**config.mk**
```make
export PLATFORM = sky130hd
export DESIGN_NAME = tdc_decoder
export DESIGN_NICKNAME = d
export VERILOG_FILES = /design/src/rtl/tdc_decoder.sv
export SDC_FILE = /design/constraint.sdc
export NUM_CORES = 1
export LEC_CHECK = 0
export ABC_AREA = 1
export CORE_AREA = 2 2 177 179
export CTS_BUF_LIST = sky130_fd_sc_hd__clkbuf_2 sky130_fd_sc_hd__clkbuf_4 sky130_fd_sc_hd__clkbuf_8
export CTS_CLUSTER_DIAMETER = 200
export DETAILED_ROUTE_END_ITERATION = 7
export DIE_AREA = 0 0 179 181
export PLACE_DENSITY = 0.48
export SETUP_SLACK_MARGIN = 0.02
export SLEW_MARGIN = 20
export SYNTH_ARGS = -nofsm -noshare
export SYNTH_HDL_FRONTEND = slang
export SYNTH_SLANG_ARGS = --single-unit
```
**constraint.sdc**
```tcl
create_clock -name ref_clk -period 6.6 [get_ports ref_clk]
set_input_delay 0.66 -clock ref_clk [delete_from_list [all_inputs] [get_ports ref_clk]]
set_output_delay 0.66 -clock ref_clk [all_outputs]
set_load 0.005 [all_outputs]
```
**src/rtl/tdc_decoder.sv**
```systemverilog
// TDC back-end: 3-stage thermometer decoder (rise/fall search), block-averaged period and ACQ/TRACK/LOST tracking.
// Optional `TDC_BUBBLE_FILTER_EN: 3-tap majority bubble filter on interior taps in S1.
module tdc_decoder #(
    parameter int NTDC     = 64,
    parameter int PW       = 7,
    parameter int AVG_LOG2 = 4,
    parameter int MISS_MAX = 8
) (
    input  logic            ref_clk,
    input  logic            rst,
    input  logic [NTDC-1:0] sampled_tdc,
    input  logic            tdc_valid,
    output logic [PW-1:0]   tdc_rise,
    output logic [PW-1:0]   tdc_fall,
    output logic [PW-1:0]   half_period,
    output logic            edge_miss,
    output logic            out_valid,
    output logic [PW:0]     period_avg,
    output logic            cal_done,
    output logic            lost
);
    localparam int STAGES = 3;
    localparam int SW     = PW + 1 + AVG_LOG2;
    localparam int CW     = AVG_LOG2 + 1;
    localparam int MW     = $clog2(MISS_MAX + 1);
    localparam logic [PW-1:0] NONE = PW'(NTDC);

    typedef enum logic [1:0] {ACQ, TRACK, LOST} state_t;

    logic [STAGES-1:0] vld_pipe_q;
    logic [NTDC-1:0]   w_filt, w1_q;
    logic [PW-1:0]     rise_c, fall_c, rise2_q, fall2_q;
    logic [PW-1:0]     rise_q, fall_q, half_q, half_c;
    logic              miss_q;
    logic [PW:0]       avg_q, avg_d;
    logic [SW-1:0]     sum_q, sum_d, sum_n;
    logic [CW-1:0]     cnt_q, cnt_d, cnt_n;
    logic [MW-1:0]     misscnt_q, misscnt_d;
    logic              cal_q, cal_d, lost_q, lost_d;
    logic              both, meas, miss, blk_done;
    state_t            state_q, state_d;

    // S1 input conditioning
    always_comb begin
        w_filt = sampled_tdc;
`ifdef TDC_BUBBLE_FILTER_EN
        for (int i = 1; i < NTDC - 1; i++)
            w_filt[i] = (sampled_tdc[i-1] & sampled_tdc[i]) |
                        (sampled_tdc[i-1] & sampled_tdc[i+1]) |
                        (sampled_tdc[i]   & sampled_tdc[i+1]);
`endif
    end

    // S2 priority search: scanning downward so the lowest index wins
    always_comb begin
        rise_c = NONE;
        fall_c = NONE;
        for (int i = NTDC - 1; i >= 1; i--) begin
            if (!w1_q[i-1] && w1_q[i]) rise_c = PW'(i);
            if (w1_q[i-1] && !w1_q[i]) fall_c = PW'(i);
        end
    end

    // S3 classification of the sample leaving S2
    always_comb begin
        both   = (rise2_q != NONE) && (fall2_q != NONE);
        meas   = vld_pipe_q[1] && both;
        miss   = vld_pipe_q[1] && (rise2_q == NONE) && (fall2_q == NONE);
        half_c = (rise2_q > fall2_q) ? rise2_q - fall2_q : fall2_q - rise2_q;
        sum_n  = sum_q + SW'({half_c, 1'b0});
        cnt_n  = cnt_q + 1'b1;
    end

    always_comb begin
        state_d   = state_q;
        sum_d     = sum_q;
        cnt_d     = cnt_q;
        avg_d     = avg_q;
        cal_d     = cal_q;
        lost_d    = lost_q;
        misscnt_d = misscnt_q;
        blk_done  = 1'b0;
        if (meas) begin
            misscnt_d = '0;
            if (state_q == LOST) begin
                state_d = ACQ;
                lost_d  = 1'b0;
            end
            if (cnt_n == CW'(1 << AVG_LOG2)) begin
                blk_done = 1'b1;
                avg_d    = sum_n[SW-1:AVG_LOG2];
                sum_d    = '0;
                cnt_d    = '0;
            end else begin
                sum_d = sum_n;
                cnt_d = cnt_n;
            end
            if (blk_done && state_d == ACQ) begin
                state_d = TRACK;
                cal_d   = 1'b1;
            end
        end else if (miss) begin
            if (misscnt_q != MW'(MISS_MAX)) misscnt_d = misscnt_q + 1'b1;
            if (misscnt_d == MW'(MISS_MAX) && state_q != LOST) begin
                state_d = LOST;
                cal_d   = 1'b0;
                lost_d  = 1'b1;
                sum_d   = '0;
                cnt_d   = '0;
            end
        end else if (vld_pipe_q[1]) begin
            misscnt_d = '0;
        end
    end

    always_ff @(posedge ref_clk) begin
        if (rst) begin
            vld_pipe_q <= '0;
            w1_q       <= '0;
            rise2_q    <= NONE;
            fall2_q    <= NONE;
            rise_q     <= NONE;
            fall_q     <= NONE;
            half_q     <= '0;
            miss_q     <= 1'b0;
            avg_q      <= '0;
            sum_q      <= '0;
            cnt_q      <= '0;
            misscnt_q  <= '0;
            cal_q      <= 1'b0;
            lost_q     <= 1'b0;
            state_q    <= ACQ;
        end else begin
            vld_pipe_q <= {vld_pipe_q[STAGES-2:0], tdc_valid};
            w1_q       <= w_filt;
            rise2_q    <= rise_c;
            fall2_q    <= fall_c;
            if (vld_pipe_q[1]) begin
                rise_q <= rise2_q;
                fall_q <= fall2_q;
                if (both) half_q <= half_c;
            end
            miss_q     <= miss;
            avg_q      <= avg_d;
            sum_q      <= sum_d;
            cnt_q      <= cnt_d;
            misscnt_q  <= misscnt_d;
            cal_q      <= cal_d;
            lost_q     <= lost_d;
            state_q    <= state_d;
        end
    end

    assign tdc_rise    = rise_q;
    assign tdc_fall    = fall_q;
    assign half_period = half_q;
    assign edge_miss   = miss_q;
    assign out_valid   = vld_pipe_q[STAGES-1];
    assign period_avg  = avg_q;
    assign cal_done    = cal_q;
    assign lost        = lost_q;
endmodule

```
Yosys cells after proc, flatten, opt, wreduce, memory -nomap -nowiden
Cells that the tools add are included.
- bits in registers: 136
- latch bits: 0
- RAM bits: 0
- ROM bits: 0
- input bits: 67
- output and inout port bits: 33
- logic and storage cells: 414
- memories: 0
- add/sub/neg operators: 5
- $mul: 0
- div/mod/pow operators: 0
- order comparisons: 1
- equal/unequal tests: 11
- shift-type cells: 0
- multiplexer cells: 156
- bitwise gates (word level): 0
- reduce and logical (&&, ||, !) cells: 216
- operators by type and width (operator ; count):
    $mux W7 ; 127
    $logic_and A1 B1 Y1 ; 132
    $logic_not A1 Y1 ; 64
    $reduce_or A32 Y1 ; 2
    $mux W12 ; 4
    $reduce_or A16 Y1 ; 2
    $mux W4 ; 5
    $mux W5 ; 4
    $reduce_or A8 Y1 ; 2
    $eq A7 B7 Y1 const B ; 2
    $ne A7 B7 Y1 const B ; 2
    $sub A7 B7 Y7 ; 2
    $add A12 B8 Y12 ; 1
    $mux W2 ; 6
    $mux W1 ; 10
    $reduce_or A4 Y1 ; 2
    $gt A7 B7 Y1 ; 1
    $reduce_and A2 Y1 ; 3
    $reduce_and A3 Y1 ; 2
    $reduce_bool A2 Y1 ; 3
    $reduce_or A2 Y1 ; 3
    $add A5 B1 Y5 const B ; 1
    $eq A5 B5 Y1 const B ; 1
    $add A4 B1 Y4 const B ; 1
    6 further kinds ; 7

Longest topological paths before layout
- depth in word-level cells: 65
- mapped depth: 34
- mapped depth without buffers: 34

Least setup slack after synthesis
No wires, ideal clock.
- path type: register to register
- from: register rise2_q[1]
- to: register sum_q[11]
- setup time: 0.070 ns
- arrival time: 3.503 ns
- data required time: 6.530 ns
- path slack: 3.027 ns
- stages on the path, launching flop included: 29
- path buffers: 0
- period minus slack after synthesis: 3.573 ns
- cells stage by stage: dfxtp_1 > inv_1 > ha_1 > nand2_1 > nor2_1 > o21ai_1 > nand2_1 > a21oi_1 > nor2_1 > o21ai_2 > nand2_1 > o21ai_0 > xor2_1 > inv_1 > ha_1 > inv_2 > nor2_1 > nor2_1 > nor2_1 > nor2_1 > nor2_1 > o21ai_1 > nand2_1 > nand2_1 > a21oi_1 > nand3_1 > xor2_1 > or2_0 > a21oi_1
- cells in the longest elaborated chain, start to end: 5
- elaborated cells on any way between the ends: 16
- those cells by class: add/sub: 3; order compare: 1; eq/ne: 2; mux: 3; reduce/logical: 7
- ends and longest elaborated chain (item ; RTL line ; text):
    start: declaration ; 32 ; logic [PW-1:0] rise_c, fall_c, rise2_q, fall2_q;
    start signal: assignment ; 136 ; rise2_q <= rise_c;
    $sub A7 B7 Y7 / $gt A7 B7 Y1 (equally long branches) ; 69 ; half_c = (rise2_q > fall2_q) ? rise2_q - fall2_q : fall2_q - rise2_q;
    $mux W7 (*) ; 69 ;
    via half_c[2] ; 33 ; logic [PW-1:0] rise_q, fall_q, half_q, half_c;
    $add A12 B8 Y12 (*) ; 70 ; sum_n = sum_q + SW'({half_c, 1'b0});
    $mux W12 (*) ; 89 ; if (cnt_n == CW'(1 << AVG_LOG2)) begin
    $mux W12 (*) ; 83 ; if (meas) begin
    end signal: assignment ; 145 ; sum_q <= sum_d;
    end: declaration ; 36 ; logic [SW-1:0] sum_q, sum_d, sum_n;
The timed path passes the listed nets; every way through them passes the cells marked *.
A chain may end at the register's enable or synchronous reset.

Worst setup path after layout
Ends and elaborated chain as after synthesis.

==> flow_summary.ini <==
[clock_tree]
clk_latency_ns = 0.45
cts_resized = 0
cts_tree = built
htree_levels = 4
clk_pin_slew_ns = 0.07
hold_buffers = 0
cts_setup_buffers = 0
clock_sinks = 135
root_buffer = clkbuf_8
cts_buffers = 17
clock_path_buffers = 2

[sta]
min_period_ns = 4.08
fin_crit_sh_pct = 61.8
finalSetupTns_ns = 0
slew_headroom_pct = 51.1
worst_slew_pin_slew_ns = 0.734
rsz0062_at_grt = no
drv_slew = 0
setup_ws_ns = 2.52
fmax_ghz = 0.245
hold_viol = 0
setup_viol = 0
holdWs_ns = 0.408
skew_ns = 0.0144

[detailed_routing]
vias_per_cell = 3.96
dr.first_iter.drc_count = 283
drtPass1Iterations = 4
num_vias = 6914
wirelength_um = 18100
wl_per_cell_um = 10.3
ant_nets = 0
remaining_drc_errors = 0

[floorplanning]
initial_core_util_pct = 24.7
pin_count = 100
core_area_um2 = 30300
rows = 64
die_x_um = 179
die_h_um = 181
die_area_um2 = 32400

[placement]
dp_hpwl_um = 14400
port-buffer-count = 99
dp.cells = 1716
pre_cts_ws_ns = 2.55
gp_congestion = 0.840
post_dp_cell_area_um2 = 8940

[setup_path]
crit_slowest_cell = dfxtp_1
crit_path_end = sum_q[11]
crit_path_end_kind = flip-flop
path_common_cell = nor2_1
regToRegSetupSlack_ns = 2.52
path_buf_inv = 3
critical_path_class = reg -> reg
cp_data_arrival_time_ns = 4.44
r2r_start = rise2_q[1]
critical_path.top_delay_family = simple AND/OR/NAND/NOR gates
slowest_delay_ns = 0.39
start_kind = flip-flop
crit_start = rise2_q[1]
cp.depth = 28
reg2reg_depth = 28
r2r-end = sum_q[11]
crit_required_ns = 6.96
crit_fanout = 10

[logic_synthesis]
yosys.cell_types.count = 36
yosys_warnings = 0
postSynthCellCount = 1237
synth.yosys.seq_area_share_pct = 36.0
synthTopCellsByArea = dfxtp_1 (36%), inv_1 (16%), nand2_1 (15%)
synth.ff_latch_count = 135
synth_top_area_share_pct = 36.0
syn_nets = 1330
synth_area_um2 = 7510
syn_area_per_cell_um2 = 6.07
synth_top_cell_by_area = dfxtp_1

[power_and_ir_drop]
peakVddDrop_uv = 118
p_leak_nw = 4.72
power.total_mw = 2.06
power_density_nw_per_um2 = 220

[finish]
final_cell_mix = inv_1 (310), nand2_1 (290), nor2_1 (227)
final_common_cell = inv_1
fin_util_pct = 30.8
fin_cells = 1747
area_delta_synth_final_pct = 24.7
design_area_um2 = 9360
diodes = 0
nets = 1432
drive_gt1_share_pct = 4.66

[run]
drv_cap = 0

[global_routing]
antenna_found_initial = 0
grt_pass1_wl_um = 30700
grt_overflow = 0
grt_max_degree = 51
grtUsageTotal_pct = 11.7
grt_pass1_vias = 6686

[hold_path]
hp-class = reg -> reg

[run_status]
status = complete, no violations
==> registers in the layout, indices dropped and copies added, names as in the netlist, 2 cells and up <==
signal       count
w1_q            64
sum_q           11
period_avg       8
fall2_q          7
half_period      7
rise2_q          7
tdc_fall         7
tdc_rise         7
cnt_q            5
misscnt_q        4
vld_pipe_q       3
state_q          2
==> power breakdown <==
part           leakage, nW  internal (mW)  total (mW)  switching [mW]
logic                 3.40          0.179       0.440           0.261
registers             1.11          0.852       0.881          0.0286
clock network        0.215          0.403       0.739           0.336
==> Yosys cell counts <==
master     count
inv_2         21
o211ai_1       1
nor4_1         3
nor3_2         1
xnor2_1        3
a31oi_1        4
or2_0          3
fa_1           3
o31ai_1        2
o21ai_0       38
or2_1          1
clkbuf_1      18
o22ai_1        2
mux2_2         1
dfxtp_1      135
a211oi_1       2
nor3_1        22
o21ai_2        1
a311oi_1       2
nor2_1       227
a21oi_2        2
a21oi_1       56
xor2_1        13
or2_2          1
ha_1          23
o21ai_1        7
buf_2          1
a221o_1        1
nand2_1      290
mux2i_1        1
o2111ai_1      1
inv_1        310
o21bai_1       3
clkinv_1       2
nand3_1       24
nand4_1       12
==> worst min path at each step <==
| stage | startpoint | endpoint | slack (ns) | cells past startpoint |
|---|---|---|---|---|
| after floorplan | vld_pipe_q[0] | vld_pipe_q[1] | 0.39 | 2 |
| after global placement | vld_pipe_q[0] | vld_pipe_q[1] | 0.40 | 2 |
| after detailed placement | vld_pipe_q[0] | vld_pipe_q[1] | 0.40 | 2 |
| after CTS | vld_pipe_q[0] | vld_pipe_q[1] | 0.41 | 2 |
| after global routing | vld_pipe_q[0] | vld_pipe_q[1] | 0.41 | 2 |
| final | vld_pipe_q[0] | vld_pipe_q[1] | 0.41 | 2 |
==> worst min-delay path, delay by kind of cell (launching register included) <==
family	cells	cell delay, ns
simple gates	1	0.03
buf+inv	1	0.04
flops	1	0.30
==> final cells by class <==
type | instances | area, um^2
clock inverter | 11 | 148
multi-input combinational | 750 | 3480
inverter | 333 | 1250
clock buffer | 20 | 275
timing repair buffer | 102 | 1010
sequential | 135 | 2700
tap | 396 | 495
fill | 3361 | 21000
==> kinds of logic after synthesis <==
family	after synthesis	synth area share (%)
compound gates	122	8.87
xor+xnor	16	1.87
simple gates	584	30.7
mux	2	0.283
fa+ha+maj	26	4.63
buf+inv	352	17.6
flops	135	36.0
==> layer usage <==
layer	vias to the layer above	global-route usage, %	share of wire (%)
li1	3837	-	-
met1	2965	14.8	49
met2	103	20.2	47
met3	9	2.59	3.3
met4	0	2.54	0.89
met5	-	0	0
No activity file was read; power rests on OpenSTA's default activity.
